$ cat config.mk
export PLATFORM = sky130hd
export DESIGN_NAME = vram_text_engine
export DESIGN_NICKNAME = d
export VERILOG_FILES = /design/src/rtl/vram_text_engine_pkg.sv /design/src/rtl/vram_port_mux.sv /design/src/rtl/vram_text_engine.sv
export SDC_FILE = /design/constraint.sdc
export NUM_CORES = 1
export LEC_CHECK = 0
export CAP_MARGIN = 10
export CORE_AREA = 5 5 141 76
export DETAILED_ROUTE_END_ITERATION = 12
export DIE_AREA = 0 0 146 81
export PLACE_DENSITY_LB_ADDON = 0.2
export SLEW_MARGIN = 0
export SYNTH_ARGS = -nofsm -noshare
export SYNTH_HDL_FRONTEND = slang
export SYNTH_SLANG_ARGS = --single-unit
$ cat constraint.sdc
create_clock -name clk -period 4.6 [get_ports clk]
set_input_delay 0.46 -clock clk [delete_from_list [all_inputs] [get_ports clk]]
set_output_delay 0.46 -clock clk [all_outputs]
set_load 0.01 [all_outputs]
$ cat src/rtl/vram_text_engine_pkg.sv
// Shared constants, command encodings and FSM states for the text-buffer engine.
package vram_text_engine_pkg;

    localparam logic [31:0] TEXT_BASE = 32'h0000_2000;
    localparam logic [31:0] CMD_ADDR  = 32'h0000_3000;
    localparam int unsigned COLS      = 64;
    localparam int unsigned ROWS      = 32;

    localparam int unsigned DATA_W    = 32;
    localparam int unsigned IDX_W     = 11;
    localparam int unsigned FILL_W    = 8;
    localparam int unsigned CMD_W     = 2;

    // Last cell of the buffer, and last destination cell that is copied during a scroll
    localparam logic [IDX_W-1:0] IDX_LAST        = IDX_W'(COLS * ROWS - 1);
    localparam logic [IDX_W-1:0] IDX_SCROLL_LAST = IDX_W'(COLS * (ROWS - 1) - 1);

    localparam logic [CMD_W-1:0] CMD_NOP    = 2'd0;
    localparam logic [CMD_W-1:0] CMD_CLEAR  = 2'd1;
    localparam logic [CMD_W-1:0] CMD_SCROLL = 2'd2;

    typedef enum logic [2:0] {
        IDLE = 3'd0,
        CLR  = 3'd1,
        SRD  = 3'd2,
        SWR  = 3'd3,
        SFL  = 3'd4,
        FIN  = 3'd5
    } state_e;

endpackage

$ cat src/rtl/vram_port_mux.sv
// Memory port A grant mux with command-register intercept and status read-back.
module vram_port_mux
    import vram_text_engine_pkg::*;
(
    input  logic              clk,
    input  logic              rst,
    input  logic              cpu_req,
    input  logic [DATA_W-1:0] cpu_addr,
    input  logic              cpu_wren,
    input  logic [DATA_W-1:0] cpu_wdata,
    output logic [DATA_W-1:0] cpu_rdata,
    input  logic [DATA_W-1:0] eng_addr,
    input  logic              eng_wren,
    input  logic [DATA_W-1:0] eng_wdata,
    input  logic              busy,
    output logic [DATA_W-1:0] mem_addr,
    output logic              mem_wren,
    output logic [DATA_W-1:0] mem_wdata,
    input  logic [DATA_W-1:0] mem_rdata,
    output logic              eng_grant_c,
    output logic              cmd_valid_c,
    output logic [CMD_W-1:0]  cmd_code_c,
    output logic [FILL_W-1:0] cmd_fill_c
);

    logic is_cmd;
    logic status_sel;

    // CPU wins the port whenever it requests; command-register writes never reach memory
    always_comb begin
        is_cmd      = (cpu_addr == CMD_ADDR);
        eng_grant_c = !cpu_req;
        cmd_valid_c = cpu_req && cpu_wren && is_cmd;
        cmd_code_c  = cpu_wdata[1:0];
        cmd_fill_c  = cpu_wdata[15:8];
        if (cpu_req) begin
            mem_addr  = cpu_addr;
            mem_wren  = cpu_wren && !is_cmd;
            mem_wdata = cpu_wdata;
        end else begin
            mem_addr  = eng_addr;
            mem_wren  = eng_wren;
            mem_wdata = eng_wdata;
        end
    end

    // Status read data appears one cycle after the read, aligned with memory q
    always_ff @(posedge clk or posedge rst) begin
        if (rst) begin
            status_sel <= 1'b0;
        end else begin
            status_sel <= cpu_req && !cpu_wren && is_cmd;
        end
    end

    // Read-data return: status flag or memory q
    always_comb begin
        cpu_rdata = status_sel ? {31'b0, busy} : mem_rdata;
    end

endmodule

$ cat src/rtl/vram_text_engine.sv
// CPU/memory port controller with background clear and scroll of the 64x32 text buffer.
module vram_text_engine
    import vram_text_engine_pkg::*;
(
    input  logic              clk,
    input  logic              rst,
    input  logic              cpu_req,
    input  logic [DATA_W-1:0] cpu_addr,
    input  logic              cpu_wren,
    input  logic [DATA_W-1:0] cpu_wdata,
    output logic [DATA_W-1:0] cpu_rdata,
    output logic [DATA_W-1:0] mem_addr,
    output logic              mem_wren,
    output logic [DATA_W-1:0] mem_wdata,
    input  logic [DATA_W-1:0] mem_rdata,
    output logic              busy,
    output logic              done
);

    state_e              state, state_nxt;
    logic [IDX_W-1:0]    idx, idx_nxt;
    logic [FILL_W-1:0]   fill, fill_nxt;
    logic [DATA_W-1:0]   copy_buf, copy_nxt;
    logic                swr_first, swr_first_nxt;
    logic                busy_nxt, done_nxt;

    logic [DATA_W-1:0]   eng_addr;
    logic                eng_wren;
    logic [DATA_W-1:0]   eng_wdata;
    logic                eng_grant_c;
    logic                cmd_valid_c;
    logic [CMD_W-1:0]    cmd_code_c;
    logic [FILL_W-1:0]   cmd_fill_c;

    vram_port_mux u_port_mux (
        .clk         (clk),
        .rst         (rst),
        .cpu_req     (cpu_req),
        .cpu_addr    (cpu_addr),
        .cpu_wren    (cpu_wren),
        .cpu_wdata   (cpu_wdata),
        .cpu_rdata   (cpu_rdata),
        .eng_addr    (eng_addr),
        .eng_wren    (eng_wren),
        .eng_wdata   (eng_wdata),
        .busy        (busy),
        .mem_addr    (mem_addr),
        .mem_wren    (mem_wren),
        .mem_wdata   (mem_wdata),
        .mem_rdata   (mem_rdata),
        .eng_grant_c (eng_grant_c),
        .cmd_valid_c (cmd_valid_c),
        .cmd_code_c  (cmd_code_c),
        .cmd_fill_c  (cmd_fill_c)
    );

    // Engine state, index, fill and copy registers
    always_ff @(posedge clk or posedge rst) begin
        if (rst) begin
            state     <= IDLE;
            idx       <= '0;
            fill      <= '0;
            copy_buf  <= '0;
            swr_first <= 1'b0;
            busy      <= 1'b0;
            done      <= 1'b0;
        end else begin
            state     <= state_nxt;
            idx       <= idx_nxt;
            fill      <= fill_nxt;
            copy_buf  <= copy_nxt;
            swr_first <= swr_first_nxt;
            busy      <= busy_nxt;
            done      <= done_nxt;
        end
    end

    // Next-state and engine port request; progress happens only on granted cycles
    always_comb begin
        state_nxt     = state;
        idx_nxt       = idx;
        fill_nxt      = fill;
        copy_nxt      = copy_buf;
        swr_first_nxt = 1'b0;
        eng_addr      = '0;
        eng_wren      = 1'b0;
        eng_wdata     = '0;

        case (state)
            IDLE: begin
                idx_nxt = '0;
                if (cmd_valid_c && (cmd_code_c == CMD_CLEAR)) begin
                    fill_nxt  = cmd_fill_c;
                    state_nxt = CLR;
                end else if (cmd_valid_c && (cmd_code_c == CMD_SCROLL)) begin
                    fill_nxt  = cmd_fill_c;
                    state_nxt = SRD;
                end
            end
            CLR, SFL: begin
                eng_addr  = TEXT_BASE + DATA_W'(idx);
                eng_wren  = 1'b1;
                eng_wdata = {24'b0, fill};
                if (eng_grant_c) begin
                    idx_nxt = idx + IDX_W'(1);
                    if (idx == IDX_LAST) begin
                        state_nxt = FIN;
                    end
                end
            end
            SRD: begin
                eng_addr = TEXT_BASE + DATA_W'({1'b0, idx} + 12'(COLS));
                if (eng_grant_c) begin
                    state_nxt     = SWR;
                    swr_first_nxt = 1'b1;
                end
            end
            SWR: begin
                // Memory q is only ours in the first SWR cycle; keep it for later grants
                if (swr_first) begin
                    copy_nxt = mem_rdata;
                end
                eng_addr  = TEXT_BASE + DATA_W'(idx);
                eng_wren  = 1'b1;
                eng_wdata = swr_first ? mem_rdata : copy_buf;
                if (eng_grant_c) begin
                    idx_nxt   = idx + IDX_W'(1);
                    state_nxt = (idx == IDX_SCROLL_LAST) ? SFL : SRD;
                end
            end
            FIN: begin
                state_nxt = IDLE;
            end
            default: begin
                state_nxt = IDLE;
            end
        endcase

        busy_nxt = (state_nxt == CLR) || (state_nxt == SRD) ||
                   (state_nxt == SWR) || (state_nxt == SFL);
        done_nxt = (state_nxt == FIN);
    end

endmodule
==> run_results.csv <==
group,metric,value,unit
global_route,grt_use_met1,0.313,
worst_setup_path,worstSetupPathType,"flip-flop to output pin",
hold_path,min_path_type,"primary input to asynchronous set/reset pin",
floorplan,dieHeight,81,um
timing,fmax,277,MHz
clocking,cts.sinks,58,
clocking,postCtsSetupBuffers,0,
floorplan,start_util,0.434,
timing,worst_pin_slew,1.15,ns
worst_setup_path,cp-start-kind,"flip-flop",
timing,relSlewSlack,0.232,
logic_synthesis,yosysTopAreaCell,"dfrtp_1",
detailed_routing,first_pass_iters,4,
logic_synthesis,synth_warnings,0,
logic_synthesis,synthesis.nets,519,
logic_synthesis,synthDominantCellAreaShare,0.362,
logic_synthesis,syn_area_per_cell,9.63,um^2
global_route,met2_usage,0.348,
finish,drive_gt1_frac,0.127,
finish,antennaDiodeCount,0,
worst_setup_path,reg2reg_to,"copy_buf[22]",
finish,final_common_cell,"clkdlybuf4s50_1",
floorplan,dieArea,11800,um^2
placement,io_buffers,198,
finish,syn_to_final_growth,57.2,%
power,vdd_drop_max,185,uV
power,power_leakage,2.50,nW
global_route,grtUsageMet3,0.0747,
timing,finalHoldViolCount,0,
placement,post-dp-hpwl,10500,um
floorplan,num_rows,25,
status,status,"finished, final reports clean",
global_route,grt_max_degree,110,
detailed_routing,drc_errors,0,
clocking,h-tree-depth,3,
detailed_routing,routedWlPerCell,19.1,um
worst_setup_path,crit_fanout,11,
timing,finalSetupTns,0,ns
logic_synthesis,synth_area,4010,um^2
clocking,cts_tree,"yes",
global_route,antenna_found_initial,0,
floorplan,die_w,146,um
worst_setup_path,r2r_cells,5,
worst_setup_path,worstReg2RegStart,"state[1]",
detailed_routing,drt-vias-per-instance,5.53,
floorplan,core_region_area,9230,um^2
logic_synthesis,yosysSeqAreaShare,0.362,
clocking,cts_hold_buf,0,
logic_synthesis,syn_inst,416,
global_route,grt_pass1_vias,3950,
worst_setup_path,r2r_setup_slack,1.93,ns
timing,layout_setup_ws,0.990,ns
clocking,cts_buffer_depth,2,
power,power_density,300,nW/um^2
worst_setup_path,cp.arrival,3.15,ns
detailed_routing,drtIter0Drc,287,
floorplan,boundaryPins,199,
timing,rsz0062_at_grt,"no",
job,drv_cap,0,
detailed_routing,wl,13700,um
logic_synthesis,synth-edff-count,0,
worst_setup_path,required,4.14,ns
logic_synthesis,ys_types,48,
timing,slew_violations,0,
global_route,grtUsageTotal,0.226,
global_route,grt_pass1_wl,21400,um
timing,period_needed,3.61,ns
clocking,worstSkewPairLatency,0.32,ns
detailed_routing,vias,3981,
clocking,cts_made_buffers,9,
timing,min_period_over_period,0.785,
global_route,grt.overflow.total,0,
logic_synthesis,async_flop_share,1.00,
timing,setup_viol,0,
timing,finClkSkew,0.00435,ns
logic_synthesis,synth-seq-cells,58,
clocking,cts_resized,0,
finish,fin_nets,697,
clocking,cts_root_buffer,"clkbuf_16",
placement,gp_congestion,0.896,
clocking,path_clk_slew,0.05,ns
placement,pre_cts_ws,1.40,ns
worst_setup_path,crit_path_end_kind,"output pin",
global_route,grt_busiest_layer,"met2",
logic_synthesis,ys.flop_type,"dfrtp_1",
logic_synthesis,synth_area_leaders,"dfrtp_1 36%, mux2_2 14%, mux2i_1 7.0%, nor2b_1 5.6%, o31ai_1 4.5%",
detailed_routing,drtAntennaViolNets,0,
finish,final_cell_mix,"197 x clkdlybuf4s50_1, 57 x dfrtp_1, 50 x mux2_2",
## critical path, stage by stage, from the launching register on
cell and delay [ns]:
dfrtp_1 0.49, nand2b_1 0.41, a21oi_1 0.93, a221oi_1 0.26
a21oi_1 0.18, clkdlybuf4s50_1 0.56
## routing by layer
layer / share of wire / vias to the layer above
met5: 0 / -
met4: 0.011 / 0
met3: 0.088 / 15
met2: 0.44 / 187
met1: 0.46 / 1914
li1: - / 1865
## metrics by stage
| step | power, mW | instance area [um^2] | std cells | hold WS (ns) | utilization |
|---|---|---|---|---|---|
| floorplan | 0.927 | 4010 | 416 | 0.468 | - |
| global route | 1.99 | 6300 | 720 | 0.512 | 0.683 |
| CTS | 1.90 | 6300 | 720 | 0.503 | 0.683 |
| finish | 1.89 | 6300 | 720 | 0.490 | 0.683 |
| global placement | 1.21 | 6000 | 704 | 0.483 | 0.650 |
| detailed placement | 1.23 | 6000 | 704 | 0.492 | 0.650 |
## synthesized netlist by cell type (2+ instances only)
master and count:
mux2i_1 28, mux2_2 50, a221oi_1 8, or4_1 2, nor3_1 2, nand2_1 39, buf_6 2, a221o_1 3
buf_2 9, xnor2_1 4, or3_1 2, nand3_1 6, o31ai_1 24, a21oi_1 16, nand4_1 6, nor2_1 10
o22ai_1 3, a2111oi_4 2, inv_1 16, and3_1 2, a32o_1 2, nor2b_1 36, and2_1 20, nand2b_1 4
dfrtp_1 58, nor4_1 7, a22o_1 6, buf_1 2, o21ai_0 7, ha_1 3, clkbuf_1 19, a21o_1 2
## worst max-delay path by stage
stage | from | to | slack, ns
final | state[2] | mem_wdata[3] | 0.99
after floorplan | state[1] | mem_addr[0] | 2.43
after global routing | state[0] | mem_wdata[3] | 0.81
after global placement | state[0] | mem_wdata[2] | 1.43
after detailed placement | state[2] | mem_wdata[3] | 1.40
after CTS | state[2] | mem_wdata[3] | 1.03
## state kept, by name (all words and copies together) (netlist names)
| signal | count |
|---|---|
| copy_buf | 32 |
| idx | 11 |
| fill | 8 |
| state | 3 |
| busy | 1 |
| done | 1 |
| swr_first | 1 |
| u_port_mux.status_sel | 1 |
## area by class of cell
| cell class | instances | area [um^2] |
|---|---|---|
| Clock inverter | 2 | 35.0 |
| Tap cell | 121 | 151 |
| Sequential cell | 58 | 1450 |
| Timing Repair Buffer | 200 | 1990 |
| Fill cell | 706 | 2930 |
| Inverter | 16 | 60.1 |
| Multi-Input combinational cell | 309 | 2340 |
| Clock buffer | 14 | 264 |
## logic make-up after synthesis
kind of cell	synth area share
xor gates and xnor gates	0.0109
DFF	0.362
buffers and inverters	0.0534
adders and majority gates	0.00937
and+or+nand+nor	0.201
muxes	0.210
AOI/OAI and AO/OA	0.153
## power by group
part | switching [mW] | total (mW) | leakage, nW | internal, mW
clock network | 0.215 | 0.662 | 0.147 | 0.447
registers | 0.100 | 0.676 | 0.703 | 0.576
logic | 0.244 | 0.549 | 1.65 | 0.305
No activity file was read; power rests on OpenSTA's default activity.
